`config.mk`:
```
export PLATFORM = sky130hd
export DESIGN_NAME = hdlc_tx_ctrl_flat
export DESIGN_NICKNAME = d
export VERILOG_FILES = /design/src/rtl/hdlc_tx_if.sv /design/src/rtl/hdlc_tx_ctrl.sv /design/src/flat_wrapper.sv
export SDC_FILE = /design/constraint.sdc
export NUM_CORES = 1
export LEC_CHECK = 0
export CELL_PAD_IN_SITES_DETAIL_PLACEMENT = 0
export CELL_PAD_IN_SITES_GLOBAL_PLACEMENT = 2
export CORE_ASPECT_RATIO = 0.6
export CORE_UTILIZATION = 32
export CTS_CLUSTER_SIZE = 10
export DETAILED_ROUTE_END_ITERATION = 8
export PLACE_DENSITY = 0.71
export SYNTH_ARGS = -nofsm -noshare
export SYNTH_HDL_FRONTEND = slang
export SYNTH_SLANG_ARGS = --single-unit
```
`constraint.sdc`:
```
create_clock -name clk -period 5.6 [get_ports clk]
set_input_delay 1.12 -clock clk [delete_from_list [all_inputs] [get_ports clk]]
set_output_delay 1.12 -clock clk [all_outputs]
set_load 0.01 [all_outputs]
```
`src/rtl/hdlc_tx_if.sv`:
```
// Byte stream handshake feeding the HDLC transmitter holding register.
interface hdlc_tx_if;
  logic       s_valid;
  logic [7:0] s_data;
  logic       s_last;
  logic       s_ready;

  modport master (output s_valid, s_data, s_last, input s_ready);
  modport slave  (input s_valid, s_data, s_last, output s_ready);
endinterface

```
`src/rtl/hdlc_tx_ctrl.sv`:
```
// HDLC-style transmitter: opening flag, LSB-first data with zero stuffing, closing flag, abort on underrun.
// Optional macro IDLE_FLAGS_EN: idle line carries back-to-back flags instead of constant 1.
module hdlc_tx_ctrl #(
  parameter int unsigned MAX_ONES  = 5,
  parameter int unsigned ABORT_LEN = 7,
  parameter logic [7:0]  FLAG      = 8'h7E
) (
  input  logic       clk,
  input  logic       rst,
  input  logic       bit_en,
  hdlc_tx_if.slave   stream,
  output logic       tx_bit,
  output logic       tx_active,
  output logic       stuffed,
  output logic       underrun
);

  localparam int unsigned ONES_W  = $clog2(MAX_ONES + 1);
  localparam int unsigned CNT_MAX = (ABORT_LEN > 8) ? ABORT_LEN : 8;
  localparam int unsigned CNT_W   = $clog2(CNT_MAX + 1);

  typedef enum logic [2:0] {IDLE, OPEN, DATA, STUFF, CLOSE, ABORT} state_t;

  typedef struct packed {
    logic       last;
    logic [7:0] data;
  } hold_t;

  state_t            state_q, state_d;
  logic [CNT_W-1:0]  cnt_q, cnt_d;
  logic [ONES_W-1:0] ones_q, ones_d;
  hold_t             hold_q;
  logic              hold_full_q;
  logic [7:0]        shift_q;
  logic              last_q;
  logic              load_c;
  logic              boundary_c;
  logic              data_bit_c;
  logic              bit_d, act_d, stuff_d, under_d;

  // In DATA, cnt is the index of the next bit; 8 marks a byte boundary awaiting the end-of-byte decision.
  assign boundary_c     = (state_q == DATA) && (cnt_q == CNT_W'(8));
  assign data_bit_c     = boundary_c ? hold_q.data[0] : shift_q[cnt_q[2:0]];
  assign stream.s_ready = ~hold_full_q;

  always_ff @(posedge clk or posedge rst) begin
    if (rst) state_q <= IDLE;
    else     state_q <= state_d;
  end

  // Next state, bit/ones counters and hold->shift transfer; everything holds when bit_en is low.
  always_comb begin
    state_d = state_q;
    cnt_d   = cnt_q;
    ones_d  = ones_q;
    load_c  = 1'b0;
    if (bit_en) begin
      case (state_q)
        IDLE: begin
          ones_d = '0;
`ifdef IDLE_FLAGS_EN
          if (cnt_q == '0 && hold_full_q) begin
            state_d = OPEN;
            cnt_d   = CNT_W'(1);
          end else begin
            cnt_d = (cnt_q == CNT_W'(7)) ? '0 : cnt_q + CNT_W'(1);
          end
`else
          if (hold_full_q) begin
            state_d = OPEN;
            cnt_d   = CNT_W'(1);
          end
`endif
        end
        OPEN: begin
          ones_d = '0;
          if (cnt_q == CNT_W'(7)) begin
            state_d = DATA;
            cnt_d   = CNT_W'(8);
          end else begin
            cnt_d = cnt_q + CNT_W'(1);
          end
        end
        DATA: begin
          if (boundary_c && last_q) begin
            state_d = CLOSE;
            cnt_d   = CNT_W'(1);
            ones_d  = '0;
          end else if (boundary_c && !hold_full_q) begin
            state_d = ABORT;
            cnt_d   = CNT_W'(1);
            ones_d  = '0;
          end else begin
            load_c = boundary_c;
            cnt_d  = boundary_c ? CNT_W'(1) : cnt_q + CNT_W'(1);
            if (data_bit_c) begin
              ones_d = ones_q + ONES_W'(1);
              if (ones_d == ONES_W'(MAX_ONES)) state_d = STUFF;
            end else begin
              ones_d = '0;
            end
          end
        end
        STUFF: begin
          ones_d  = '0;
          state_d = DATA;
        end
        CLOSE: begin
          ones_d = '0;
          if (cnt_q == CNT_W'(7)) begin
            state_d = IDLE;
            cnt_d   = '0;
          end else begin
            cnt_d = cnt_q + CNT_W'(1);
          end
        end
        ABORT: begin
          if (cnt_q == CNT_W'(ABORT_LEN - 1)) begin
            state_d = IDLE;
            cnt_d   = '0;
          end else begin
            cnt_d = cnt_q + CNT_W'(1);
          end
        end
        default: begin
          state_d = IDLE;
          cnt_d   = '0;
          ones_d  = '0;
        end
      endcase
    end
  end

  // Line value and status to be registered on this edge; pulses default low, line/active hold.
  always_comb begin
    bit_d   = tx_bit;
    act_d   = tx_active;
    stuff_d = 1'b0;
    under_d = 1'b0;
    if (bit_en) begin
      act_d = 1'b1;
      case (state_q)
        IDLE: begin
`ifdef IDLE_FLAGS_EN
          bit_d = FLAG[cnt_q[2:0]];
          act_d = (cnt_q == '0) && hold_full_q;
`else
          bit_d = hold_full_q ? FLAG[0] : 1'b1;
          act_d = hold_full_q;
`endif
        end
        OPEN:  bit_d = FLAG[cnt_q[2:0]];
        DATA: begin
          if (boundary_c && last_q) begin
            bit_d = FLAG[0];
          end else if (boundary_c && !hold_full_q) begin
            bit_d   = 1'b1;
            under_d = 1'b1;
          end else begin
            bit_d = data_bit_c;
          end
        end
        STUFF: begin
          bit_d   = 1'b0;
          stuff_d = 1'b1;
        end
        CLOSE: bit_d = FLAG[cnt_q[2:0]];
        ABORT: bit_d = 1'b1;
        default: begin
          bit_d = 1'b1;
          act_d = 1'b0;
        end
      endcase
    end
  end

  always_ff @(posedge clk or posedge rst) begin
    if (rst) begin
      cnt_q       <= '0;
      ones_q      <= '0;
      hold_q      <= '0;
      hold_full_q <= 1'b0;
      shift_q     <= '0;
      last_q      <= 1'b0;
      tx_bit      <= 1'b1;
      tx_active   <= 1'b0;
      stuffed     <= 1'b0;
      underrun    <= 1'b0;
    end else begin
      cnt_q     <= cnt_d;
      ones_q    <= ones_d;
      tx_bit    <= bit_d;
      tx_active <= act_d;
      stuffed   <= stuff_d;
      underrun  <= under_d;
      // Hold accepts only when empty, so a load and an accept never coincide.
      if (load_c) begin
        hold_full_q <= 1'b0;
      end else if (stream.s_valid && !hold_full_q) begin
        hold_q      <= '{last: stream.s_last, data: stream.s_data};
        hold_full_q <= 1'b1;
      end
      if (load_c) begin
        shift_q <= hold_q.data;
        last_q  <= hold_q.last;
      end else if (bit_en && state_q == OPEN) begin
        last_q <= 1'b0;
      end
    end
  end

endmodule

```
`src/flat_wrapper.sv`:
```
// flat-port wrapper written by rule: the top's interface ports become plain ports
module hdlc_tx_ctrl_flat 
#(
  parameter int unsigned MAX_ONES  = 5,
  parameter int unsigned ABORT_LEN = 7,
  parameter logic [7:0]  FLAG      = 8'h7E
)
  (clk, rst, bit_en, tx_bit, tx_active, stuffed, underrun, stream_s_valid, stream_s_data, stream_s_last, stream_s_ready);
  hdlc_tx_if stream_i ();
  input  logic clk;
  input  logic rst;
  input  logic bit_en;
  output logic tx_bit;
  output logic tx_active;
  output logic stuffed;
  output logic underrun;
  input wire logic [$bits(stream_i.s_valid)-1:0] stream_s_valid;
  input wire logic [$bits(stream_i.s_data)-1:0] stream_s_data;
  input wire logic [$bits(stream_i.s_last)-1:0] stream_s_last;
  output wire logic [$bits(stream_i.s_ready)-1:0] stream_s_ready;
  assign stream_i.s_valid = stream_s_valid;
  assign stream_i.s_data = stream_s_data;
  assign stream_i.s_last = stream_s_last;
  assign stream_s_ready = stream_i.s_ready;
  hdlc_tx_ctrl #(.MAX_ONES(MAX_ONES), .ABORT_LEN(ABORT_LEN), .FLAG(FLAG)) u_core (.clk(clk), .rst(rst), .bit_en(bit_en), .stream(stream_i), .tx_bit(tx_bit), .tx_active(tx_active), .stuffed(stuffed), .underrun(underrun));
endmodule
```
After elaboration in Yosys (flattened, before gate mapping)
Memories as Yosys holds them, arrays and structs flattened.
Cells that the tools add are included.
- flip-flop bits (word level): 33
- ROM bits: 8
- output and inout bits: 5
- memories kept: 1
- add/sub/neg operators: 2
- order comparisons: 1
- equality and inequality tests: 15
- mux-type cells: 44
- bitwise logic cells: 4
- reductions and logical operators: 15
- memories (memory ; depth ; bits a word ; read ports ; clocked after Yosys merged registers in ; write ports ; line ; text):
    (name not given) ; 8 ; 1 ; 1 ; 0 ; 0 ; hdlc_tx_ctrl.sv:152 ; OPEN: bit_d = FLAG[cnt_q[2:0]];
- operators by type and width (cell ; count):
    3-bit 2-to-1 mux ; 11
    4-bit 2-to-1 mux ; 7
    4-bit case mux with 6 select lines ; 1
    1-bit 2-to-1 mux ; 20
    3-bit case mux with 6 select lines ; 1
    3-bit equality test, second input constant ; 3
    4-bit by 3-bit equality test with 1-bit output, second input constant ; 2
    2-bit by 1-bit != test with 1-bit output, second input constant ; 4
    7-bit AND reduction ; 1
    3-bit by 2-bit equality test with 1-bit output, second input constant ; 2
    3-bit case mux with 2 select lines ; 1
    1-bit logical AND ; 5
    5-bit OR reduction ; 1
    4-bit by 1-bit adder with 4-bit output, second input constant ; 1
    4-bit equality test, second input constant ; 1
    3-bit by 4-bit less-than comparator with 1-bit output, second input constant ; 1
    4-bit by 3-bit != test with 1-bit output, second input constant ; 1
    4-bit != test, second input constant ; 1
    1-bit NOT ; 4
    1-bit case mux with 4 select lines ; 1
    2-bit AND reduction ; 2
    2-bit nonzero test ; 2
    3-bit by 1-bit adder with 3-bit output, second input constant ; 1
    1-bit binary-select mux with 3-bit select ; 1
    other kinds (6) ; 6

Longest topological paths before layout
- depth after elaboration: 9
- gate-level depth with buffers: 7
- gate-level depth less buffers: 6

Worst setup path before layout
Ideal clock, no wire load.
- path type: input to register
- from: input port bit_en
- to: register u_core.state_q[2]
- data arrival time: 2.147 ns
- data required time: 5.513 ns
- path slack: 3.366 ns
- stages: 5
- path buffers: 1
- cell sequence: clkbuf_1 > o41a_1 > o21ai_0 > mux2i_1 > a22oi_1
- word-level cells in the longest chain between the ends: 1
- ends and longest elaborated chain (what ; line ; text):
    start, declared ; flat_wrapper.sv:12 ; input logic bit_en;
    7-bit AND reduction (no source line) ; -- ;
    end signal, assigned ; hdlc_tx_ctrl.sv:48 ; else state_q <= state_d;
    end, declared ; hdlc_tx_ctrl.sv:29 ; state_t state_q, state_d;
Every way passes these cells.
A chain may end at the register's enable or synchronous reset.

Worst setup path in the final report
- from: input port bit_en
- to: register u_core.state_q[0]
The elaborated chain is that of the path after synthesis.

==> reports/metrics.cfg <==
[global_routing]
grt_pass1_wl_um = 7510
grt_pass1_vias = 1422
antenna_found_initial = 0
grt_use_total = 0.162
grt_max_degree = 34
grt_overflow_total = 0

[final_layout]
fin_util = 0.394
final_cell_mix = 32 x dfrtp_1, 19 x mux2_2, 17 x clkdlybuf4s50_1, 14 x nand2_1, 13 x o21ai_0
layout-area-overhead-vs-synth_pct = 16.2
final_common_cell = dfrtp_1
drive_above_1_share = 0.173
diodes = 0
nNetsFinal = 217
final_cell_area_um2 = 2240

[clock_network]
clkTransAtPathRegs_ns = 0.07
postCtsSetupRepairBufs = 0
clkSinkCount = 33
cts_tree = built
cts-buffers-inserted = 5
clockRootBuffer = clkbuf_8
clk_latency_ns = 0.28
cts_resized = 0
h-tree-depth = 2
cts_max_path_buffers = 2
hold_buffers = 0

[placed_design]
place_area_um2 = 2150
routabilityCongestion = 0.787
port_buffers = 17
dp_hpwl_um = 3290
pre_cts_slack_ns = 2.68

[sta]
grt_setup_unrepaired = false
setup_violations = 0
hold_slack_ns = 0.508
slew_viol_final = 0
finalSetupTns_ns = 0
fmax_mhz = 386
min_period_ns = 2.59
worst_slack_ns = 3.01
fin_crit_sh = 0.463
worst-slew-pin-transition_ns = 0.909
slew_headroom = 0.393
hold_viol = 0
final.setup_skew_ns = 0.00461

[critical_path]
required_ns = 5.81
crit_path_start_kind = primary input
path_class = in2reg
crit_fanout = 8
worstSetupEndpointType = flip-flop
crit_arrival_ns = 2.80

[power]
seq_power_share = 0.443
combinationalPowerShare = 0.320
internal_power_mw = 0.500
net-switching-power_mw = 0.303
p_leak_nw = 0.971
p_sw_frac = 0.378
ir_drop_uv = 110
clkPwrFrac = 0.236
p_per_area_nw_per_um2 = 359

[routing]
drt-pass1-iter-count = 4
vias = 1467
via_per_inst = 5.30
drt_iter0_drc = 123
avgRoutedWirePerCell_um = 16.2
drc_errors = 0
drt_wl_total_um = 4470
final_antenna_net_count = 0

[outcome]
status = complete, no violations

[synthesis]
ys_types = 52
synth-simple-area-share = 0.161
syn_inst = 184
yosys-mux-area-fraction = 0.144
avgSynthCellArea_um2 = 10.5
yosysSeqAreaShare = 0.430
netlist_area_um2 = 1920
synth_xor_area_frac = 0.00910
synth-compound-area-share = 0.161
synth_top_family_by_area = compound AO/OA/AOI/OAI gates
synth_ff_type = dfrtp_1
syn-num-nets = 204
synthAdderAreaFrac = 0.0455
synth_edf_count = 0
ys_ff_latch = 33
ys_warn_count = 0
async_flop_share = 1.00

[die]
die_area_um2 = 6340
start_util = 0.339
rows = 21
ios = 18
die_h_um = 62.1
die_w_um = 102
core_area_um2 = 5680

[min_path]
min_path_type = reg2reg

[run]
maxCapViolCount = 0

## path summary, 6_finish.rpt
path | from | end | slack [ns] | cells past startpoint
max in group asynchronous | rst | u_core.tx_bit$_DFFE_PP1P_ | 4.04 | 3
min in group asynchronous | rst | u_core.shift_q[6]$_DFFE_PP0P_ | 1.22 | 3
worst max-delay path | bit_en | u_core.state_q[0]$_DFFE_PP0P_ | 3.01 | 5
worst min register to register | u_core.hold_q[1]$_DFFE_PP0P_ | u_core.shift_q[1]$_DFFE_PP0P_ | 0.51 | 1
worst min-delay path | u_core.hold_q[1]$_DFFE_PP0P_ | u_core.shift_q[1]$_DFFE_PP0P_ | 0.51 | 1
worst max register to register | u_core.cnt_q[0]$_DFFE_PP0P_ | u_core.state_q[2]$_DFFE_PP0P_ | 3.33 | 6
## area by class of cell
class	instances	area (um^2)
Clock buffer	6	82.6
Clock inverter	1	7.51
Fill cell	573	3440
Inverter	11	41.3
Multi-Input combinational cell	128	1000
Sequential cell	33	827
Tap cell	80	100
Timing Repair Buffer	18	178
## routing by layer
layer | global-route usage | up-vias | wire length (um)
met5 | 0 | - | 0
met4 | 0.0367 | 0 | 29
met3 | 0.0380 | 4 | 258
met2 | 0.241 | 43 | 1960
met1 | 0.238 | 728 | 2230
li1 | - | 692 | -
## sequential cells by signal, indices dropped and copies added (netlist names)
name / flops
u_core.tx_active: 1
u_core.last_q: 1
u_core.tx_bit: 1
u_core.hold_q: 9
u_core.hold_full_q: 1
u_core.shift_q: 8
u_core.state_q: 3
u_core.cnt_q: 4
u_core.stuffed: 1
u_core.ones_q: 3
u_core.underrun: 1
## worst max-delay path, stage by stage
cell	delay [ns]
clkdlybuf4s50_1	0.69
o41a_1	0.37
o21ai_0	0.24
a2bb2oi_1	0.21
a31oi_1	0.17
## cells in the mapped netlist (all sizes together) (2+ instances only)
cell type  number  share of area
a211oi          4          0.018
a21o            2         0.0078
a21oi           4          0.010
a22o            2         0.0091
a22oi           2         0.0078
a41oi           2         0.0091
and3b           3          0.014
buf             4          0.014
clkbuf          8          0.016
dfrtp          32           0.42
ha              7          0.046
inv            11          0.021
mux2           19           0.11
mux2i           4          0.021
nand2          14          0.027
nand3b          2         0.0078
nand4b          2         0.0091
nor2           12          0.023
nor2b           3         0.0098
nor3            4          0.016
o21ai          13          0.034
o221ai          2         0.0091
o22ai           2         0.0065
## power by group through the flow
stage	clock, mW	combinational (mW)	sequential, mW
after floorplan	0	0.237	0.307
after global routing	0.206	0.283	0.364
after detailed placement	0	0.256	0.359
after global placement	0	0.258	0.359
after CTS	0.194	0.256	0.354
final	0.190	0.257	0.356
## stage by stage
step / cells / power, mW
after global routing: 277 / 0.852
after CTS: 277 / 0.804
after detailed placement: 270 / 0.615
final: 277 / 0.803
after global placement: 270 / 0.618
after floorplan: 184 / 0.544
## kinds of logic (layout without fill, tap and decap cells)
group,count (synthesis),after routing
muxes,24,24
buffers and inverters,23,36
adders and majority gates,7,7
xor gates and xnor gates,2,2
and+or+nand+nor,51,51
AOI/OAI and AO/OA,44,44
DFF,33,33
Power figures use the tool's default switching activity.
